[src/rtl/leaf_loader_pkg.sv]
// Shared definitions for the sorter blocks: loader FSM encoding and the default
// end-of-run terminator record.
package leaf_loader_pkg;

  typedef enum logic [1:0] {
    ST_IDLE  = 2'd0,
    ST_SHIFT = 2'd1,
    ST_TERM  = 2'd2
  } loader_state_t;

  localparam int TERM_DEFAULT = 0;

endpackage

[src/rtl/leaf_onehot.sv]
// Leaf pointer to one-hot enqueue strobe decode, gated by the write enable.
module leaf_onehot #(
  parameter int N_LEAF = 64,
  parameter int PTR_W  = 6
) (
  input  logic              en,
  input  logic [PTR_W-1:0]  ptr,
  output logic [N_LEAF-1:0] onehot
);

  always_comb begin
    onehot = '0;
    if (en) onehot[ptr] = 1'b1;
  end

endmodule

[src/rtl/leaf_loader.sv]
// Unpacks P-record input words into leaf FIFOs one record per cycle, appending
// a terminator after each run and moving to the next leaf once a run is closed.
//
//   state    | meaning
//   ---------+-------------------------------------------------------------
//   ST_IDLE  | ready for a new word; no leaf writes
//   ST_SHIFT | writing latched records LSB-first to leaf[ptr]
//   ST_TERM  | writing the terminator, then advance ptr and count the run
module leaf_loader
  import leaf_loader_pkg::*;
#(
  parameter int                    DATA_WIDTH = 32,
  parameter int                    P          = 16,
  parameter int                    N_LEAF     = 64,
  parameter logic [DATA_WIDTH-1:0] TERM       = DATA_WIDTH'(TERM_DEFAULT)
) (
  input  logic                    i_clk,
  input  logic                    i_rst,
  input  logic [P*DATA_WIDTH-1:0] i_data,
  input  logic                    i_valid,
  input  logic                    i_last,
  output logic                    o_ready,
  output logic [DATA_WIDTH-1:0]   o_leaf_data,
  output logic [N_LEAF-1:0]       o_leaf_write,
  input  logic [N_LEAF-1:0]       i_leaf_full,
  output logic [15:0]             o_run_count
);

  localparam int IDX_W = (P > 1) ? $clog2(P) : 1;
  localparam int PTR_W = (N_LEAF > 1) ? $clog2(N_LEAF) : 1;

  loader_state_t           state;
  logic [P*DATA_WIDTH-1:0] sreg;
  logic                    last_q;
  logic [IDX_W-1:0]        idx;
  logic [PTR_W-1:0]        ptr;
  logic [15:0]             run_count;
  logic                    write_en;

  // Only the currently selected leaf can stall us; other full flags are ignored.
  assign write_en    = (state != ST_IDLE) && !i_leaf_full[ptr];
  assign o_ready     = (state == ST_IDLE);
  assign o_run_count = run_count;

  always_ff @(posedge i_clk) begin
    if (i_rst) begin
      state     <= ST_IDLE;
      sreg      <= '0;
      last_q    <= 1'b0;
      idx       <= '0;
      ptr       <= '0;
      run_count <= '0;
    end else begin
      case (state)
        ST_IDLE: begin
          if (i_valid) begin
            sreg   <= i_data;
            last_q <= i_last;
            idx    <= '0;
            state  <= ST_SHIFT;
          end
        end
        ST_SHIFT: begin
          // The current record always sits in the low slice of sreg.
          if (write_en) begin
            sreg <= sreg >> DATA_WIDTH;
            if (idx == IDX_W'(P - 1)) begin
              idx   <= '0;
              state <= last_q ? ST_TERM : ST_IDLE;
            end else begin
              idx <= idx + 1'b1;
            end
          end
        end
        ST_TERM: begin
          if (write_en) begin
            ptr       <= (ptr == PTR_W'(N_LEAF - 1)) ? '0 : ptr + 1'b1;
            run_count <= run_count + 1'b1;
            state     <= ST_IDLE;
          end
        end
        default: state <= ST_IDLE;
      endcase
    end
  end

  always_comb begin
    o_leaf_data = '0;
    case (state)
      ST_SHIFT: o_leaf_data = sreg[DATA_WIDTH-1:0];
      ST_TERM:  o_leaf_data = TERM;
      default:  o_leaf_data = '0;
    endcase
  end

  leaf_onehot #(
    .N_LEAF (N_LEAF),
    .PTR_W  (PTR_W)
  ) u_onehot (
    .en     (write_en),
    .ptr    (ptr),
    .onehot (o_leaf_write)
  );

endmodule

[config.mk]
export PLATFORM = sky130hd
export DESIGN_NAME = leaf_loader
export DESIGN_NICKNAME = d
export VERILOG_FILES = /design/src/rtl/leaf_loader_pkg.sv /design/src/rtl/leaf_onehot.sv /design/src/rtl/leaf_loader.sv
export SDC_FILE = /design/constraint.sdc
export NUM_CORES = 1
export LEC_CHECK = 0
export CAP_MARGIN = 30
export CORE_AREA = 2 2 267 269
export CTS_BUF_LIST = sky130_fd_sc_hd__clkbuf_4
export CTS_CLUSTER_DIAMETER = 60
export DETAILED_ROUTE_END_ITERATION = 8
export DIE_AREA = 0 0 269 271
export PLACE_DENSITY = 0.61
export SLEW_MARGIN = 20
export SYNTH_ARGS = -nofsm -noshare
export SYNTH_HDL_FRONTEND = slang
export SYNTH_SLANG_ARGS = --single-unit
export TNS_END_PERCENT = 1
[constraint.sdc]
create_clock -name i_clk -period 10.5 [get_ports i_clk]
set_clock_uncertainty 0.2 [all_clocks]
set_input_delay 2.1 -clock i_clk [delete_from_list [all_inputs] [get_ports i_clk]]
set_output_delay 2.1 -clock i_clk [all_outputs]
set_load 0.05 [all_outputs]
; Word-level counts from Yosys, hierarchy flattened
; Cells that the tools add are included.
[totals]
regBits = 541
latch_bits = 0
mem_bits_rw = 0
mem_bits_ro = 0
wordCells = 49
mem_count = 0
[classes]
n_addsub = 3
n_mul = 0
div_mod_pow = 0
n_lt_le_gt_ge = 2
n_eq_ne = 8
shift = 0
muxes = 20
n_bitwise = 0
n_reduce_logical = 10
[op_table]
columns = op, n
row1 = 512-bit 2-to-1 mux, 2
row2 = 512-bit one-hot mux with 2 select lines, 1
row3 = 64-bit 2-to-1 mux, 1
row4 = 32-bit 2-to-1 mux, 1
row5 = "16-bit by 1-bit adder with 16-bit output, second input constant", 1
row6 = 4-bit 2-to-1 mux, 3
row7 = 2-bit 2-to-1 mux, 5
row8 = 4-bit one-hot mux with 2 select lines, 1
row9 = "6-bit by 7-bit < comparator with 1-bit output, second input constant", 1
row10 = "6-bit by 1-bit adder with 6-bit output, second input constant", 1
row11 = 1-bit binary-select mux with 6-bit select, 1
row12 = 1-bit demux with 6-bit select, 1
row13 = "6-bit equality test, second input constant", 1
row14 = "6-bit by 1-bit greater-or-equal comparator with 1-bit output, second input constant", 1
row15 = 6-bit 2-to-1 mux, 1
row16 = 2-bit one-hot mux with 3 select lines, 1
row17 = "4-bit by 1-bit adder with 4-bit output, second input constant", 1
row18 = "4-bit equality test, second input constant", 1
row19 = "2-bit by 1-bit != test with 1-bit output, second input constant", 2
row20 = "2-bit != test, second input constant", 2
row21 = 2-bit AND reduction, 2
row22 = 4-bit AND reduction, 1
row23 = 2-bit nonzero test, 2
row24 = 3-bit AND reduction, 1
row25 = other kinds (6), 8

; Longest topological paths before layout
; Gate-level depths: netlist of run 1.
[depth]
word_depth = 6
ltp_mapped = 12
depth_no_buf = 7

; Cells and area by module
; From an unflattened synthesis of run 1, not the netlist that was laid out.
[hier_totals]
hier_cells = 2629
hier_area_um2 = 22317.7
[modules_own_cells]
columns = mod, n_inst, cells_per_inst, area_per_inst_um2, seq_area_each_um2
row1 = leaf_loader, 1, 2528, 21752.1, 10830.4
row2 = leaf_onehot, 1, 101, 565.5, 0.0

; Worst setup path after synthesis of run 1
; OpenSTA, ideal clock, no wires.
[synth_timing]
path_type = input to output
startpoint = input i_leaf_full[23]
endpoint = output o_leaf_write[0]
t_arrival_ps = 5500
t_required_ps = 8200
path_slack_ps = 2700
path_stages = 9
n_path_buf = 3
path_cell_list = mux4_2 -> nor3b_1 -> a311oi_1 -> o2111ai_1 -> or2_1 -> clkbuf_1 -> clkbuf_1 -> buf_1 -> nor4_1
[synth_via]
elab_chain_cells = 5
[synth_rtl]
columns = element, line
row1 = "start, declared", leaf_loader.sv:25  ; input logic [N_LEAF-1:0] i_leaf_full,
row2 = 1-bit binary-select mux with 6-bit select, leaf_loader.sv:41  ; assign write_en = (state != ST_IDLE) && !i_leaf_full[ptr];
row3 = 1-bit 2-to-1 mux (implied by the code), leaf_loader.sv:41
row4 = 1-bit logical NOT, leaf_loader.sv:41
row5 = 1-bit logical AND, leaf_loader.sv:41
row6 = 64-bit 2-to-1 mux, leaf_onehot.sv:13  ; if (en) onehot[ptr] = 1'b1;
row7 = "end, declared", leaf_loader.sv:24  ; output logic [N_LEAF-1:0] o_leaf_write,
; No other way between the ends. The select of a mux whose other input is x is not followed.

; Worst setup path in the final report of run 1
[layout_timing]
startpoint = input i_leaf_full[28]
endpoint = output o_leaf_write[59]
; Same word-level chain as after synthesis.

==> run metrics, run 1 <==
RSZ-0062 raised after global routing=false; Critical Path RT=just over 8 ns; wire per inst=20.2 µm; Slew HR=0.303; Via-to-Cell Ratio=5.21; Worst Hold Class=flip-flop to flip-flop; peak supply drop=roughly 0.09 mV; synthesized area per cell=7.65 µm²; Synth async-reset ratio=0; Post-Synth XOR/XNOR Area=0.00327; Worst Hold Path EP=sreg[8]$_SDFFE_PP0P_; first-pass GRT wire length=about 140000 µm; htree depth=4; Total GRT Usage=0.254; Final Critical Period=between 8 and 9 ns; Post-Synth Simple-Gate Area=0.279; Antenna Violating Nets Remaining=0; detailed-route via count=about 25000; Synth Flop Type=dfxtp_1; reg2reg start=ptr[0]$_SDFFE_PP0P_; # rows=97; Initial Utilization=0.346; core area=0.0698 mm²; CP max FO=32; DRT iter0 DRCs=2216; CTS tree=built; Port-buffer cells=about 690; vias in the first global route=23500; CTS max path bufs=3; highest clock rate=116 MHz; DRT Pass-1 Iters=5; number of cells on the worst reg-to-reg path=11; CTS buffer count=152; PnR Total Power=roughly 5.5 mW; Max Slew Vio Count=0; Layout area overhead=38.0%; syn_nets=3736; Min Hold Slack=0.237 ns; yosys warns=0; pwr dens=165 mW/mm²; largest net degree at the start of global routing=240; fillers=7049; reg2reg setup slack=5.70 ns; design area=approximately 0.033 mm²; final worst path period share=0.819; Placed Area=0.0312 mm²; fin worst setup slack=1.91 ns; largest family of logic cells by synthesized area=simple AND/OR/NAND/NOR gates; I/O pins=693; Finish-stage setup viols=0; Setup TNS=0 ns; Sink Count=~540; Hold Crit Start=sreg[40]$_SDFFE_PP0P_; final hold vios=0; clock latency on the worst-skew pair=0.97 ns; die area=0.0729 mm²; DRC violations left=0; RePlAce Congestion=0.919; initial antenna violation count=46; CTS clk-pin slew, worst paths=0.06 ns; adder-cell share of the synthesized area=0.00156; Routed WL=96700 µm; commonest non-fill, non-tap cells in the layout=987 x nand2_1, 691 x clkdlybuf4s50_1, 549 x nor2_1; status=finished clean; Worst-Margin Slew=around 1.0 ns; Mapped Area=0.0241 mm²; post-CTS sizing=0; pre-CTS worst setup slack=between 2 and 2.5 ns; most common cell after layout, fill and taps aside=nand2_1; Die Y=271 µm; setup bufs post-CTS=0; Worst Setup End Kind=output port; Detailed Place HPWL=67200 µm; CTS Root Cell=clkbuf_4; Leak=12.1 nW; Startpoint Class=input pin; crit path DAT=6.29 ns; die width=269 µm; Final Net Count=4293; Reg-to-Reg End=sreg[310]$_SDFFE_PP0P_; remaining global-route overflow=0; register bit total from synthesis=541; Setup CP Type=input pin to output port; MaxCap Viol Count=0; Compound-Gate Fraction of Synth Area=0.200; hold path cells=2; layout cells sized above 1=0.0776; EDFF count, synth=0; cells after synthesis=3153; sequential area share after synthesis=0.449; # hold bufs at CTS=0; Yosys cell types=52; mux share of post-synthesis cell area=0.0121
-- per-stage QoR --
step / util / std cells
after floorplan: - / 3153
after global placement: 0.448 / 4495
after detailed placement: 0.448 / 4495
after CTS: 0.476 / 4752
after global routing: 0.477 / 4781
final: 0.477 / 4785
-- logic make-up (layout without fill, tap and decap cells) --
group / count (synthesis) / count (layout)
buffers and inverters: 324 / 984
flip-flops: 541 / 541
AND/OR/NAND/NOR: 1691 / 1691
other: 0 / 32
XOR/XNOR: 9 / 9
adder cells (fa/ha/maj): 3 / 3
AO/OA/AOI/OAI: 565 / 565
multiplexers: 20 / 20
-- power breakdown --
| group | internal (mW) | switching, mW | leakage, nW |
|---|---|---|---|
| Sequential | 2.29 | 0.129 | 4.47 |
| Clock | 1.07 | 0.932 | 1.16 |
| Combinational | 0.465 | 0.621 | 6.47 |
-- layout make-up --
cell class,instances,area [µm²],share of cell area
tap,940,1180,0.0353
timing repair buffer,722,7260,0.218
antenna,32,80.1,0.00240
sequential,541,10800,0.325
clock inverter,26,213,0.00639
multi-input combinational,2288,12000,0.360
clock buffer,231,1730,0.0521
inverter,5,18.8,0.000564
-- worst max path at each step --
stage	start	to	slack, ns	depth (start not counted)
after floorplan	i_leaf_full[23]	o_leaf_write[0]	2.70	9
after global placement	i_leaf_full[59]	o_leaf_write[43]	2.13	11
after detailed placement	i_leaf_full[59]	o_leaf_write[11]	2.11	11
after CTS	i_leaf_full[59]	o_leaf_write[59]	2.09	11
after global routing	i_leaf_full[28]	o_leaf_write[11]	1.84	10
final	i_leaf_full[28]	o_leaf_write[59]	1.91	10
-- synth_stat cells, types with 2 or more instances --
library cell	instances	area [µm²]
a21oi_1	15	75.1
nor3b_1	3	22.5
and2_1	36	225
o2111ai_1	2	17.5
a22oi_1	33	248
nor2_1	549	2060
and3_1	7	43.8
buf_2	103	515
a31oi_1	3	18.8
xnor2_1	9	78.8
nand2b_1	4	25.0
mux2_2	3	33.8
nand2_1	987	3700
buf_1	6	22.5
nor2b_1	3	18.8
dfxtp_1	541	10800
nand3_1	16	80.1
a221o_1	2	20.0
inv_1	5	18.8
a311oi_1	482	4220
o31ai_1	5	37.5
a311o_1	2	20.0
mux4_2	7	158
nand3b_1	7	52.6
o21ai_0	6	30.0
or4_1	7	52.6
or3_1	7	43.8
ha_1	3	37.5
nand4_1	2	12.5
nor4_1	39	244
a211o_1	2	17.5
or3b_2	2	17.5
mux2i_1	10	100
a221oi_1	2	17.5
clkbuf_1	210	788
nor3_1	17	85.1
-- sequential cells by signal, indices dropped and copies added, names as in the netlist --
signal,count
sreg,512
o_run_count,16
ptr,6
idx,4
state,2
last_q,1
-- critical path: stages --
cell,delay [ns]
clkdlybuf4s50_1,0.42
a221oi_1,0.88
a311o_1,0.23
o2111ai_1,0.12
buf_4,0.23
or2_1,0.42
buf_4,0.33
or3_1,0.53
nor2_1,0.18
clkdlybuf4s50_1,0.83
-- per-layer routing --
layer | part of all wire | track usage | up-vias
met5 | 0.0023 | 0 | -
met4 | 0.027 | 0.107 | 34
met3 | 0.082 | 0.0839 | 199
met2 | 0.47 | 0.397 | 797
met1 | 0.42 | 0.318 | 11600
li1 | - | - | 12300
Note: power is estimated with default switching activity, not from simulation.
==> run 2, diff against run 1 <==
- PLACE_DENSITY: 0.61 -> 0.63
- clock period: 10.5 -> 7.08 ns (I/O delays scaled with it)
==> run metrics, run 2 (same netlist as run 1, synthesis figures left out) <==
status=finished clean; largest net degree at the start of global routing=205 (-15%); core area=0.0698 mm² (unchanged); reg2reg start=ptr[0]$_SDFFE_PP0P_; Antenna Violating Nets Remaining=0 (unchanged); CTS max path bufs=3 (unchanged); wire per inst=20.1 µm (-0.76%); Worst Hold Path EP=sreg[13]$_SDFFE_PP0P_; Port-buffer cells=692 (unchanged); multi-input logic area=0.0120 mm² (about the same); Placed Area=0.0316 mm² (+1.3%); Setup TNS=0 ns (unchanged); die width=269 µm (unchanged); first-pass GRT wire length=141000 µm (about the same); CTS Root Cell=clkbuf_4; Final Net Count=4307 (+0.33%); Worst-Margin Slew=1.16 ns (+0.114 ns); Hold Crit Start=sreg[45]$_SDFFE_PP0P_; Setup CP Type=flip-flop to output port; CTS buffer count=152 (unchanged); Slew HR=0.227 (-0.0762); number of cells on the worst reg-to-reg path=10 (-1); clock latency on the worst-skew pair=0.97 ns (about the same); Worst Hold Class=flip-flop to flip-flop; MaxCap Viol Count=0 (unchanged); Max Slew Vio Count=0 (unchanged); PnR Total Power=8.09 mW (+47%); htree depth=4 (unchanged); vias in the first global route=23500 (+0.064%); I/O pins=693 (unchanged); post-CTS sizing=0 (unchanged); Critical Path RT=5.46 ns (-2.74 ns); reg2reg setup slack=2.49 ns (-3.21 ns); Final Critical Period=6.72 ns; Reg with most FFs=sreg; # rows=97 (unchanged); detailed-route via count=25000 (+0.56%); Sink Count=541 (unchanged); Worst Setup End Kind=output port; Detailed Place HPWL=67500 µm (+0.42%); DRT Pass-1 Iters=6 (+1); setup bufs post-CTS=0 (unchanged); Leak=12.3 nW (+1.9%); final hold vios=0 (unchanged); CP max FO=39 (+22%); remaining global-route overflow=0 (unchanged); fillers=7103 (+0.77%); # hold bufs at CTS=0 (unchanged); non-filler instance count after layout=4787 (+0.042%); peak supply drop=0.123 mV (+34%); Layout area overhead=39.3%; Routed WL=96000 µm (-0.72%); CTS tree=built; hold path cells=2 (unchanged); commonest non-fill, non-tap cells in the layout=987 x nand2_1, 643 x clkdlybuf4s50_1, 549 x nor2_1; final worst path period share=0.950; Min Hold Slack=0.229 ns (-0.00785 ns); layout cells sized above 1=0.0915 (+0.0138); RePlAce Congestion=0.910 (-0.93%); die area=0.0729 mm² (unchanged); initial antenna violation count=32 (-30%); pwr dens=241 mW/mm² (+46%); highest clock rate=149 MHz; Die Y=271 µm (unchanged); DRT iter0 DRCs=2227 (+0.50%); placed cell count=4509 (+0.31%); Reg-to-Reg End=sreg[390]$_SDFFE_PP0P_; design area=0.0336 mm² (+0.92%); DRC violations left=0 (unchanged); Finish-stage setup viols=0 (unchanged); max reg flops=512 (unchanged); most common cell after layout, fill and taps aside=nand2_1; Total GRT Usage=0.253 (-0.000995); Startpoint Class=flip-flop; crit path DAT=5.11 ns (-1.18 ns); Via-to-Cell Ratio=5.23 (+0.52%); Initial Utilization=0.346 (unchanged); FF/Latch Area=0.0108 mm² (unchanged); RSZ-0062 raised after global routing=false; CTS clk-pin slew, worst paths=0.06 ns (about the same)
[run 2: cell types whose count changed in the layout (fill, tap and decap cells not counted), moves of 2 or more]
cell,previous run,this run
clkdlybuf4s50_1,691,643
diode_2,32,20
buf_12,7,39
buf_4,22,51
clkbuf_4,231,227
clkinv_4,2,0
clkinv_1,13,20
[run 2: critical path: stages, from the launching register on]
cell and delay [ns]:
dfxtp_2 0.95, buf_4 0.38, o21ai_0 0.12, a211oi_1 0.66
o2111ai_1 0.21, buf_4 0.24, or3_1 0.61, nor2_1 0.18
clkdlybuf4s50_1 0.82
[run 2: worst max path at each step]
stage | from | endpoint | slack [ns] | cells past startpoint
2_1_floorplan | i_leaf_full[23] | o_leaf_write[0] | 0.65 | 9
3_3_place_gp | i_leaf_full[23] | o_leaf_write[31] | 0.64 | 9
3_5_place_dp | i_leaf_full[23] | o_leaf_write[39] | 0.70 | 9
4_1_cts | ptr[0]$_SDFFE_PP0P_ | o_leaf_write[47] | 0.41 | 8
5_1_grt | ptr[0]$_SDFFE_PP0P_ | o_leaf_write[47] | 0.14 | 8
6_report | ptr[0]$_SDFFE_PP0P_ | o_leaf_write[47] | 0.36 | 8
[run 2: per-stage QoR]
stage           util  setup slack, ns
3_5_place_dp   0.453            0.696
3_3_place_gp   0.453            0.645
2_1_floorplan      -            0.648
4_1_cts        0.480            0.410
5_1_grt        0.481            0.139
6_report       0.482            0.355
[run 2: final cells by class]
| class | instances | area share |
|---|---|---|
| multi-input combinational | 2288 | 0.357 |
| sequential | 541 | 0.322 |
| timing repair buffer | 736 | 0.228 |
| clock buffer | 227 | 0.0507 |
| tap | 940 | 0.0350 |
| clock inverter | 30 | 0.00555 |
| antenna | 20 | 0.00149 |
| inverter | 5 | 0.000558 |
[run 2: per-layer routing]
metal / share of wire / up-vias / GRT usage
li1: - / 12300 / -
met1: 0.42 / 11700 / 0.318
met2: 0.47 / 853 / 0.407
met3: 0.080 / 173 / 0.0702
met4: 0.027 / 32 / 0.102
met5: 0.0021 / - / 0
[run 2: power by group]
part,total (mW),switching (mW),internal (mW)
sequential,3.58,0.191,3.39
combinational,1.64,0.932,0.708
clock,2.87,1.35,1.53
==> run 3, diff against run 2 <==
- SKIP_CTS_REPAIR_TIMING: default -> 1
==> results of run 3 <==
Same layout as run 2: the final DEF is identical, and so are final timing and power.
